File: src/rtl/core_pkg.sv
// ---------------------------------------------------------------------------
// core_pkg
// Shared types and sizes for the execute stage.
//   XLEN        : datapath width, from `INSTRUCTION_WIDTH
//   REG_ADDR_W  : register address width, from `NUM_REGS_BIT_COUNT
//   alu_op_e    : 4-bit operation code; codes above ALU_MUL are undefined
//   exec_state_e: execute unit control states
// ---------------------------------------------------------------------------
`ifndef INSTRUCTION_WIDTH
`define INSTRUCTION_WIDTH 32
`endif
`ifndef NUM_REGS_BIT_COUNT
`define NUM_REGS_BIT_COUNT 5
`endif

package core_pkg;

    localparam int XLEN        = `INSTRUCTION_WIDTH;
    localparam int REG_ADDR_W  = `NUM_REGS_BIT_COUNT;
    localparam int SHAMT_W     = $clog2(XLEN);
    localparam int MUL_COUNT_W = $clog2(XLEN);

    typedef enum logic [3:0] {
        ALU_ADD  = 4'd0,
        ALU_SUB  = 4'd1,
        ALU_AND  = 4'd2,
        ALU_OR   = 4'd3,
        ALU_XOR  = 4'd4,
        ALU_SLL  = 4'd5,
        ALU_SRL  = 4'd6,
        ALU_SRA  = 4'd7,
        ALU_SLT  = 4'd8,
        ALU_SLTU = 4'd9,
        ALU_MUL  = 4'd10
    } alu_op_e;

    typedef enum logic {
        ST_IDLE     = 1'b0,
        ST_MUL_BUSY = 1'b1
    } exec_state_e;

    // The multiply is the only operation that leaves the single-cycle path.
    function automatic logic isMulOp(input alu_op_e op);
        return op == ALU_MUL;
    endfunction

endpackage

File: src/rtl/execute_unit_if.sv
// ---------------------------------------------------------------------------
// execute_unit_if
// Request and register-file write bundle of the execute unit.
//   Request side : in_valid, in_ready, in_op, in_rs1_data, in_rs2_data,
//                  in_rd_addr, flush
//   Status       : busy
//   Write port   : rd_write_en, rd_addr, rd_data
// master = issuing stage, slave = execute unit.
// ---------------------------------------------------------------------------
interface execute_unit_if;
    import core_pkg::*;

    logic                  in_valid;
    logic                  in_ready;
    alu_op_e               in_op;
    logic [XLEN-1:0]       in_rs1_data;
    logic [XLEN-1:0]       in_rs2_data;
    logic [REG_ADDR_W-1:0] in_rd_addr;
    logic                  flush;
    logic                  busy;
    logic                  rd_write_en;
    logic [REG_ADDR_W-1:0] rd_addr;
    logic [XLEN-1:0]       rd_data;

    modport master (
        output in_valid, in_op, in_rs1_data, in_rs2_data, in_rd_addr, flush,
        input  in_ready, busy, rd_write_en, rd_addr, rd_data
    );

    modport slave (
        input  in_valid, in_op, in_rs1_data, in_rs2_data, in_rd_addr, flush,
        output in_ready, busy, rd_write_en, rd_addr, rd_data
    );

endinterface

File: src/rtl/iterative_multiplier.sv
// ---------------------------------------------------------------------------
// iterative_multiplier
// Shift-add multiplier, one partial product per cycle, XLEN iterations.
//   clk, rst_n      : clock, async active-low reset
//   start_i         : load operands (one-cycle pulse)
//   flush_i         : abandon the current product
//   multiplicand_i  : operand A, sampled on start
//   multiplier_i    : operand B, sampled on start
//   done_o          : high during the final iteration cycle
//   product_o       : low XLEN bits of A*B, valid while done_o is high
// ---------------------------------------------------------------------------
module iterative_multiplier
    import core_pkg::*;
(
    input  logic            clk,
    input  logic            rst_n,
    input  logic            start_i,
    input  logic            flush_i,
    input  logic [XLEN-1:0] multiplicand_i,
    input  logic [XLEN-1:0] multiplier_i,
    output logic            done_o,
    output logic [XLEN-1:0] product_o
);

    localparam logic [MUL_COUNT_W-1:0] LAST_STEP = MUL_COUNT_W'(XLEN - 1);

    logic                   active_q;
    logic [MUL_COUNT_W-1:0] count_q;
    logic [XLEN-1:0]        acc_q;
    logic [XLEN-1:0]        mcand_q;
    logic [XLEN-1:0]        mplier_q;
    logic [XLEN-1:0]        accSum_d;

    // Partial-product accumulate for the current iteration. The product is
    // taken from this sum rather than acc_q so the result is available in the
    // last iteration cycle itself, giving exactly XLEN cycles of latency.
    always_comb begin
        accSum_d = acc_q;
        if (mplier_q[0]) begin
            accSum_d = acc_q + mcand_q;
        end
    end

    assign done_o    = active_q && (count_q == LAST_STEP);
    assign product_o = accSum_d;

    // Iteration registers: the multiplicand walks left, the multiplier walks
    // right, and bits shifted past XLEN are dropped since only the low half
    // of the product is kept.
    always_ff @(posedge clk or negedge rst_n) begin
        if (!rst_n) begin
            active_q <= 1'b0;
            count_q  <= '0;
            acc_q    <= '0;
            mcand_q  <= '0;
            mplier_q <= '0;
        end else if (flush_i) begin
            active_q <= 1'b0;
            count_q  <= '0;
        end else if (start_i) begin
            active_q <= 1'b1;
            count_q  <= '0;
            acc_q    <= '0;
            mcand_q  <= multiplicand_i;
            mplier_q <= multiplier_i;
        end else if (active_q) begin
            acc_q    <= accSum_d;
            mcand_q  <= mcand_q << 1;
            mplier_q <= mplier_q >> 1;
            if (count_q == LAST_STEP) begin
                active_q <= 1'b0;
                count_q  <= '0;
            end else begin
                count_q  <= count_q + 1'b1;
            end
        end
    end

endmodule

File: src/rtl/execute_unit.sv
// ---------------------------------------------------------------------------
// execute_unit
// Integer execute stage: single-cycle ALU ops and an iterative multiply,
// writing one result per accepted request to the register-file write port.
//   clk, rst_n : clock, async active-low reset
//   bus        : execute_unit_if.slave
//                request  in_valid/in_ready, in_op, in_rs1_data,
//                         in_rs2_data, in_rd_addr, flush
//                status   busy (multiply in flight)
//                write    rd_write_en strobe, rd_addr, rd_data
// ---------------------------------------------------------------------------
module execute_unit
    import core_pkg::*;
(
    input  logic          clk,
    input  logic          rst_n,
    execute_unit_if.slave bus
);

    exec_state_e           state_q, state_d;
    logic                  wrEn_q, wrEn_d;
    logic [REG_ADDR_W-1:0] wrAddr_q, wrAddr_d;
    logic [XLEN-1:0]       wrData_q, wrData_d;
    logic [REG_ADDR_W-1:0] mulAddr_q, mulAddr_d;
    logic                  accept;
    logic                  mulStart;
    logic                  mulDone;
    logic [XLEN-1:0]       mulProduct;
    logic [XLEN-1:0]       aluResult;
    logic [SHAMT_W-1:0]    shamt;

    iterative_multiplier u_mul (
        .clk            (clk),
        .rst_n          (rst_n),
        .start_i        (mulStart),
        .flush_i        (bus.flush),
        .multiplicand_i (bus.in_rs1_data),
        .multiplier_i   (bus.in_rs2_data),
        .done_o         (mulDone),
        .product_o      (mulProduct)
    );

    assign shamt  = bus.in_rs2_data[SHAMT_W-1:0];
    assign accept = bus.in_valid && (state_q == ST_IDLE) && !bus.flush;

    // Single-cycle result straight from the request operands; undefined
    // codes (and MUL, which never uses this path) produce zero.
    always_comb begin
        aluResult = '0;
        case (bus.in_op)
            ALU_ADD:  aluResult = bus.in_rs1_data + bus.in_rs2_data;
            ALU_SUB:  aluResult = bus.in_rs1_data - bus.in_rs2_data;
            ALU_AND:  aluResult = bus.in_rs1_data & bus.in_rs2_data;
            ALU_OR:   aluResult = bus.in_rs1_data | bus.in_rs2_data;
            ALU_XOR:  aluResult = bus.in_rs1_data ^ bus.in_rs2_data;
            ALU_SLL:  aluResult = bus.in_rs1_data << shamt;
            ALU_SRL:  aluResult = bus.in_rs1_data >> shamt;
            ALU_SRA:  aluResult = $signed(bus.in_rs1_data) >>> shamt;
            ALU_SLT:  aluResult = {{(XLEN-1){1'b0}},
                                   $signed(bus.in_rs1_data) < $signed(bus.in_rs2_data)};
            ALU_SLTU: aluResult = {{(XLEN-1){1'b0}},
                                   bus.in_rs1_data < bus.in_rs2_data};
            default:  aluResult = '0;
        endcase
    end

    // Control: flush wins over everything and also suppresses the multiply
    // write if it lands in the final iteration cycle. Write address/data only
    // change when a strobe is produced, so they hold between writes.
    always_comb begin
        state_d   = state_q;
        wrEn_d    = 1'b0;
        wrAddr_d  = wrAddr_q;
        wrData_d  = wrData_q;
        mulAddr_d = mulAddr_q;
        mulStart  = 1'b0;
        if (bus.flush) begin
            state_d = ST_IDLE;
        end else begin
            case (state_q)
                ST_IDLE: begin
                    if (accept) begin
                        if (isMulOp(bus.in_op)) begin
                            state_d   = ST_MUL_BUSY;
                            mulStart  = 1'b1;
                            mulAddr_d = bus.in_rd_addr;
                        end else begin
                            wrEn_d   = 1'b1;
                            wrAddr_d = bus.in_rd_addr;
                            wrData_d = aluResult;
                        end
                    end
                end
                ST_MUL_BUSY: begin
                    if (mulDone) begin
                        state_d  = ST_IDLE;
                        wrEn_d   = 1'b1;
                        wrAddr_d = mulAddr_q;
                        wrData_d = mulProduct;
                    end
                end
                default: state_d = ST_IDLE;
            endcase
        end
    end

    // State and write-port registers.
    always_ff @(posedge clk or negedge rst_n) begin
        if (!rst_n) begin
            state_q   <= ST_IDLE;
            wrEn_q    <= 1'b0;
            wrAddr_q  <= '0;
            wrData_q  <= '0;
            mulAddr_q <= '0;
        end else begin
            state_q   <= state_d;
            wrEn_q    <= wrEn_d;
            wrAddr_q  <= wrAddr_d;
            wrData_q  <= wrData_d;
            mulAddr_q <= mulAddr_d;
        end
    end

    assign bus.in_ready    = (state_q == ST_IDLE);
    assign bus.busy        = (state_q == ST_MUL_BUSY);
    assign bus.rd_write_en = wrEn_q;
    assign bus.rd_addr     = wrAddr_q;
    assign bus.rd_data     = wrData_q;

endmodule

File: src/flat_wrapper.sv
// flat-port wrapper written by rule: the top's interface ports become plain ports
module execute_unit_flat import core_pkg::*;
  (clk, rst_n, bus_in_valid, bus_in_op, bus_in_rs1_data, bus_in_rs2_data, bus_in_rd_addr, bus_flush, bus_in_ready, bus_busy, bus_rd_write_en, bus_rd_addr, bus_rd_data);
  execute_unit_if bus_i ();
  input  logic clk;
  input  logic rst_n;
  input wire logic [$bits(bus_i.in_valid)-1:0] bus_in_valid;
  input wire logic [$bits(bus_i.in_op)-1:0] bus_in_op;
  input wire logic [$bits(bus_i.in_rs1_data)-1:0] bus_in_rs1_data;
  input wire logic [$bits(bus_i.in_rs2_data)-1:0] bus_in_rs2_data;
  input wire logic [$bits(bus_i.in_rd_addr)-1:0] bus_in_rd_addr;
  input wire logic [$bits(bus_i.flush)-1:0] bus_flush;
  output wire logic [$bits(bus_i.in_ready)-1:0] bus_in_ready;
  output wire logic [$bits(bus_i.busy)-1:0] bus_busy;
  output wire logic [$bits(bus_i.rd_write_en)-1:0] bus_rd_write_en;
  output wire logic [$bits(bus_i.rd_addr)-1:0] bus_rd_addr;
  output wire logic [$bits(bus_i.rd_data)-1:0] bus_rd_data;
  assign bus_i.in_valid = bus_in_valid;
  assign bus_i.in_op = bus_in_op;
  assign bus_i.in_rs1_data = bus_in_rs1_data;
  assign bus_i.in_rs2_data = bus_in_rs2_data;
  assign bus_i.in_rd_addr = bus_in_rd_addr;
  assign bus_i.flush = bus_flush;
  assign bus_in_ready = bus_i.in_ready;
  assign bus_busy = bus_i.busy;
  assign bus_rd_write_en = bus_i.rd_write_en;
  assign bus_rd_addr = bus_i.rd_addr;
  assign bus_rd_data = bus_i.rd_data;
  execute_unit u_core (.clk(clk), .rst_n(rst_n), .bus(bus_i));
endmodule
File: config.mk
export PLATFORM = sky130hd
export DESIGN_NAME = execute_unit_flat
export DESIGN_NICKNAME = d
export VERILOG_FILES = /design/src/rtl/core_pkg.sv /design/src/rtl/execute_unit_if.sv /design/src/rtl/iterative_multiplier.sv /design/src/rtl/execute_unit.sv /design/src/flat_wrapper.sv
export SDC_FILE = /design/constraint.sdc
export NUM_CORES = 1
export LEC_CHECK = 0
export BUFFER_PORTS_ARGS = -buffer_cell sky130_fd_sc_hd__buf_2
export CAP_MARGIN = 30
export CORE_AREA = 8 8 157 218
export CTS_CLUSTER_DIAMETER = 120
export DETAILED_ROUTE_END_ITERATION = 7
export DIE_AREA = 0 0 165 226
export PLACE_DENSITY_LB_ADDON = 0.3
export SLEW_MARGIN = 20
export SYNTH_ARGS = -nofsm -noshare
export SYNTH_HDL_FRONTEND = slang
export SYNTH_SLANG_ARGS = --single-unit
File: constraint.sdc
create_clock -name clk -period 3.25 [get_ports clk]
set_clock_uncertainty 0.05 [all_clocks]
set_input_delay 0.4875 -clock clk [delete_from_list [all_inputs] [get_ports clk]]
set_output_delay 0.4875 -clock clk [all_outputs]
set_load 0.03 [all_outputs]
# Word level (Yosys, flattened, before mapping)
# Index checks and enable logic that the tools add are counted.
# totals
ram_bits,0
elab_cells,84
mem_count,0
latchBits,0
regBits,146
out_inout_bits,40
input_bits,77
rom_bits,0
# classes
n_bitwise,5
div,0
n_lt_le_gt_ge,2
mul,0
n_addsub,4
shift,3
n_reduce_logical,10
mux,36
n_eq_ne,14
# ops
op,n
2-to-1 mux 32 bit,10
case mux 32 bit (10 select lines),1
adder 32 bit,2
< comparator 32 bit,2
case mux 32 bit (2 select lines),1
2-to-1 mux 5 bit,7
bitwise AND 32 bit,1
bitwise OR 32 bit,1
left shift 32 x 5 -> 32 bit,1
>> shifter 32 x 5 -> 32 bit,1
>>> shifter 32 x 5 -> 32 bit,1
subtractor 32 bit,1
XOR 32 bit,1
equality test 4 x 3 -> 1 bit (second input constant),4
2-to-1 mux 1 bit,14
equality test 4 bit (second input constant),3
case mux 5 bit (2 select lines),1
equality test 4 x 2 -> 1 bit (second input constant),2
AND reduction 4 bit,2
adder 5 x 1 -> 5 bit (second input constant),1
equality test 5 bit (second input constant),1
equality test 4 x 1 -> 1 bit (second input constant),1
logical NOT 4 bit,1
!= test 2 bit (second input constant),2
8 further kinds,12

# Longest topological paths before layout
# logic_depth
ltp_word,8
ltp_mapped,16

# Modules after synthesis
# From an unflattened synthesis, not the netlist that was laid out.
# unflattened
cells_unflattened,2272
hier_area_um2,17678.2
# by_module_without_submodules
module,seq_area_each_um2,area_each_um2,n_inst,cells_each
execute_unit,1101.1,11043.1,1,1550
iterative_multiplier,2552.4,6635.1,1,722

# Least setup slack after synthesis
# Ideal clock, no wire load.
# synth_path
path_type,input -> register
start,in bus_in_rs2_data[2]
end,"reg u_core.wrData_q[26], in the netlist u_core.bus.rd_data[26]"
path_slack_ps,-965
stages,16
t_arrival_ps,4033
path_buffers,4
setup_time_ps,132
cell_sequence,inv_1 buf_1 clkbuf_1 buf_1 ha_1 buf_2 a21oi_1 nand3b_1 a2111oi_1 o21a_1 a211oi_2 o41ai_2 a31oi_1 nand2b_1 a2111oi_1 nor2_1
# synth_via
elab_chain_len,5
# synth_lines
element,line,rtl
from (decl),flat_wrapper.sv:10,input wire logic [$bits(bus_i.in_rs2_data)-1:0] bus_in_rs2_data;
subtractor 32 bit (tied with other cells),execute_unit.sv:52,ALU_SUB: aluResult = bus.in_rs1_data - bus.in_rs2_data;
case mux 32 bit (10 select lines) *,execute_unit.sv:50,case (bus.in_op)
2-to-1 mux 32 bit *,execute_unit.sv:83,if (isMulOp(bus.in_op)) begin
2-to-1 mux 32 bit *,execute_unit.sv:82,if (accept) begin
case mux 32 bit (2 select lines) *,execute_unit.sv:80,case (state_q)
to (signal assigned),execute_unit.sv:119,wrData_q <= wrData_d;
to (decl),execute_unit.sv:23,"logic [XLEN-1:0] wrData_q, wrData_d;"
# Mark *: on every way between the ends. The rest lies on a longest branch, timed or not. The select of a mux whose other input is x is not followed.
# A chain may end at the register's enable or synchronous reset.

# Worst setup path after layout
# layout_path
start,reg u_core.u_mul.count_q[1]
end,"reg u_core.wrData_q[23], in the netlist u_core.bus.rd_data[23]"
# layout_via
elab_chain_len,4
# layout_lines
element,line,rtl
from (decl),iterative_multiplier.sv:28,logic [MUL_COUNT_W-1:0] count_q;
from (signal assigned),iterative_multiplier.sv:74,count_q <= count_q + 1'b1;
equality test 5 bit,iterative_multiplier.sv:44,assign done_o = active_q && (count_q == LAST_STEP);
logical AND 1 bit,iterative_multiplier.sv:44,
!= test 2 bit (no source line),--,
AND reduction 4 bit (no source line),--,
# Every way passes these cells.

==> impl_metrics.json <==
{
  "synth_area_mm2": 0.0167,
  "hp-start": "bus_in_rd_addr[0]",
  "die_area_mm2": 0.0373,
  "synth_seq_cells": 146,
  "synth-main-ff-cell": "dfrtp_1",
  "hold_ws_ns": 0.188,
  "drc": 0,
  "die_h_um": 226,
  "arrival_ns": 3.59,
  "yosys-top-cells-area": "dfrtp_1, ha_1, nor2_1, mux4_2, a21oi_1",
  "design.core.area_mm2": 0.0311,
  "clkTransAtPathRegs_ns": 0.08,
  "ant_nets": 0,
  "synth_top_area_share_pct": 21.9,
  "min_path_cells": 3,
  "vias_per_cell": 6.96,
  "crit_fanout": 4,
  "layout.cells.most_common": "buf_4",
  "hold_violations": 0,
  "period_share_pct": 102,
  "ys_warn_count": 0,
  "vias": 21321,
  "path_cells": "ha_1 -> and3_1 -> ha_1 -> and3_1 -> a31o_2 -> nand2b_2 -> nor2_2 -> o311ai_0 -> a221o_1 -> or4_1 -> nand3_1 -> a21oi_1",
  "diodes": 0,
  "grt_first_pass_wirelength_mm": 125,
  "r2r_slack_ns": -0.06,
  "status": "finished, violations left",
  "layout-area-overhead-vs-synth_pct": 32.7,
  "synthCells": 2184,
  "synth_edf_count": 0,
  "p_leak_nw": 10.3,
  "drt_wl_total_mm": 86.5,
  "setup_viol": 4,
  "ios": 117,
  "grt_overflow_total": 0,
  "fill_cells": 2499,
  "worst_slack_ns": -0.0566,
  "rr_startpoint": "u_core.u_mul.count_q[1]",
  "crit_type": "register to register",
  "r2r-end": "u_core.bus.rd_data[23]",
  "gp_congestion": 1.08,
  "power.density_mw_per_mm2": 530,
  "synth.avg_cell_area_um2": 7.63,
  "insertion_delay_ns": 0.47,
  "reg2reg_depth": 12,
  "hold_end": "u_core.mulAddr_q[0]",
  "drt_iter0_drc": 2694,
  "required_ns": 3.53,
  "violations": "setup timing",
  "layout_min_cycle_time_ns": 3.31,
  "synth_cell_types": 86,
  "antenna_found_initial": 3,
  "relSlewSlack_pct": 46.9,
  "row_count": 77,
  "slowest_stage": "or4_1",
  "dr.pass1.iters": 6,
  "cts_made_buffers": 17,
  "wl_per_cell_um": 28.2,
  "root_buffer": "clkbuf_16",
  "hpwl_mm": 64.9,
  "critPathMaxStageDelay_ns": 0.53,
  "initial_core_util_pct": 53.6,
  "cts.sinks": 146,
  "hold_class": "input port to register",
  "worst_pin_slew_ns": 0.786,
  "cts_tree": "built",
  "slew_violations": 0,
  "crit_path_end_kind": "register",
  "htreeDepth": 4,
  "clock_path_buffers": 2,
  "drv_cap": 0,
  "async_reset_ff_share_pct": 100,
  "track_usage_pct": 44.9,
  "nNetsFinal": 2868,
  "die_x_um": 165,
  "seq_area_frac_synth_pct": 21.9,
  "final_cell_mix": "buf_4, nor2_1, a21oi_1",
  "synth_top_cell_by_area": "dfrtp_1",
  "syn_nets": 2397,
  "critPathLaunchType": "register",
  "port-buffer-count": 116,
  "ir_drop_uv": 613,
  "grt_max_degree": 75,
  "drive_gt1_share_pct": 30.2,
  "grt_pass1_vias": 21052,
  "max_clock_freq_mhz": 302,
  "tns_ns": -0.105
}
[state kept, by name, indices dropped and copies added, names as in the netlist]
name,count
u_core.bus.rd_write_en,1
u_core.mulAddr_q,5
u_core.u_mul.count_q,5
u_core.u_mul.mplier_q,32
u_core.u_mul.mcand_q,32
u_core.bus.rd_data,32
u_core.u_mul.active_q,1
u_core.bus.rd_addr,5
u_core.u_mul.acc_q,32
u_core.bus.busy,1
[worst max-delay path by stage]
stage	startpoint	to	slack, ns	cells after the start
finish	u_core.u_mul.count_q[1]	u_core.bus.rd_data[23]	-0.06	12
global route	u_core.u_mul.count_q[0]	u_core.bus.rd_data[23]	-0.11	12
CTS	bus_in_rs2_data[2]	u_core.bus.rd_data[24]	0.008	16
detailed placement	bus_in_rs2_data[1]	u_core.bus.rd_data[15]	-0.56	13
global placement	bus_in_rs2_data[0]	u_core.bus.rd_data[28]	-0.50	15
floorplan	bus_in_rs2_data[2]	u_core.bus.rd_data[26]	-0.20	16
[cell families (layout without fill, tap and decap cells)]
logic type / count (synthesis) / after routing / synth area share [%]
buffers and inverters: 268 / 752 / 6.24
AO/OA/AOI/OAI: 748 / 748 / 29.5
multiplexers: 141 / 141 / 11.6
adder cells (fa/ha/maj): 136 / 136 / 10.3
AND/OR/NAND/NOR: 713 / 713 / 18.7
flip-flops: 146 / 146 / 21.9
XOR/XNOR: 32 / 32 / 1.68
[layout make-up]
class / instances / area [um^2] / area share (%)
clock buffer: 17 / 425 / 1.92
sequential: 146 / 3650 / 16.5
timing repair buffer: 609 / 4460 / 20.1
tap: 395 / 494 / 2.23
clock inverter: 15 / 191 / 0.865
multi-input combinational: 1770 / 12500 / 56.3
inverter: 111 / 442 / 2.00
[per-layer routing]
layer,global-route usage (%),part of all wire [%],vias up
met1,51.1,34,10068
met3,12.2,12,536
met4,33.2,8.8,6
li1,-,-,8997
met2,71.0,45,1714
met5,0,0.046,-
[worst max-delay path, delay by kind of cell (launching register included)]
family                     cells  cell delay (ns)
and+or+nand+nor                6             1.49
AOI/OAI and AO/OA              4             0.76
adders and majority gates      2             0.45
DFF                            1             0.42
[cell usage after synthesis, drive strengths merged, types with 27 or more instances]
library cell	n
nor2	361
a21oi	175
nand2	158
o21ai	157
dfrtp	146
ha	133
clkbuf	128
inv	110
o22ai	79
mux2i	78
nor3	48
mux4	40
a21o	32
nand3	30
buf	29
a211oi	28
a31oi	27
[metrics by stage]
step / std cells / setup slack, ns / power (W) / area (um^2) / utilization [%]
final: 3063 / -0.0566 / 0.0117 / 22100 / 71.1
after global routing: 3063 / -0.105 / 0.0122 / 22100 / 71.1
after CTS: 3054 / 0.00808 / 0.0112 / 21800 / 70.0
after detailed placement: 3016 / -0.558 / 0.00890 / 21000 / 67.6
after global placement: 3015 / -0.499 / 0.00865 / 21000 / 67.6
after floorplan: 2184 / -0.195 / 0.00648 / 16900 / -
[power breakdown]
part	total (W)	leakage (nW)	switching [W]	internal, W
combinational	0.00662	8.23	0.00385	0.00276
sequential	0.00294	1.82	0.000575	0.00237
clock	0.00218	0.291	0.00107	0.00111
[timing repair]
action	CTS	global route
pin swaps	7	22
hold buffers	1	0
endpoints found under the setup margin	9	25
endpoints found under the hold margin	3	0
gates resized for setup	13	52
cloned	0	1
buffers inserted	5	5
No activity file was read; power rests on OpenSTA's default activity.
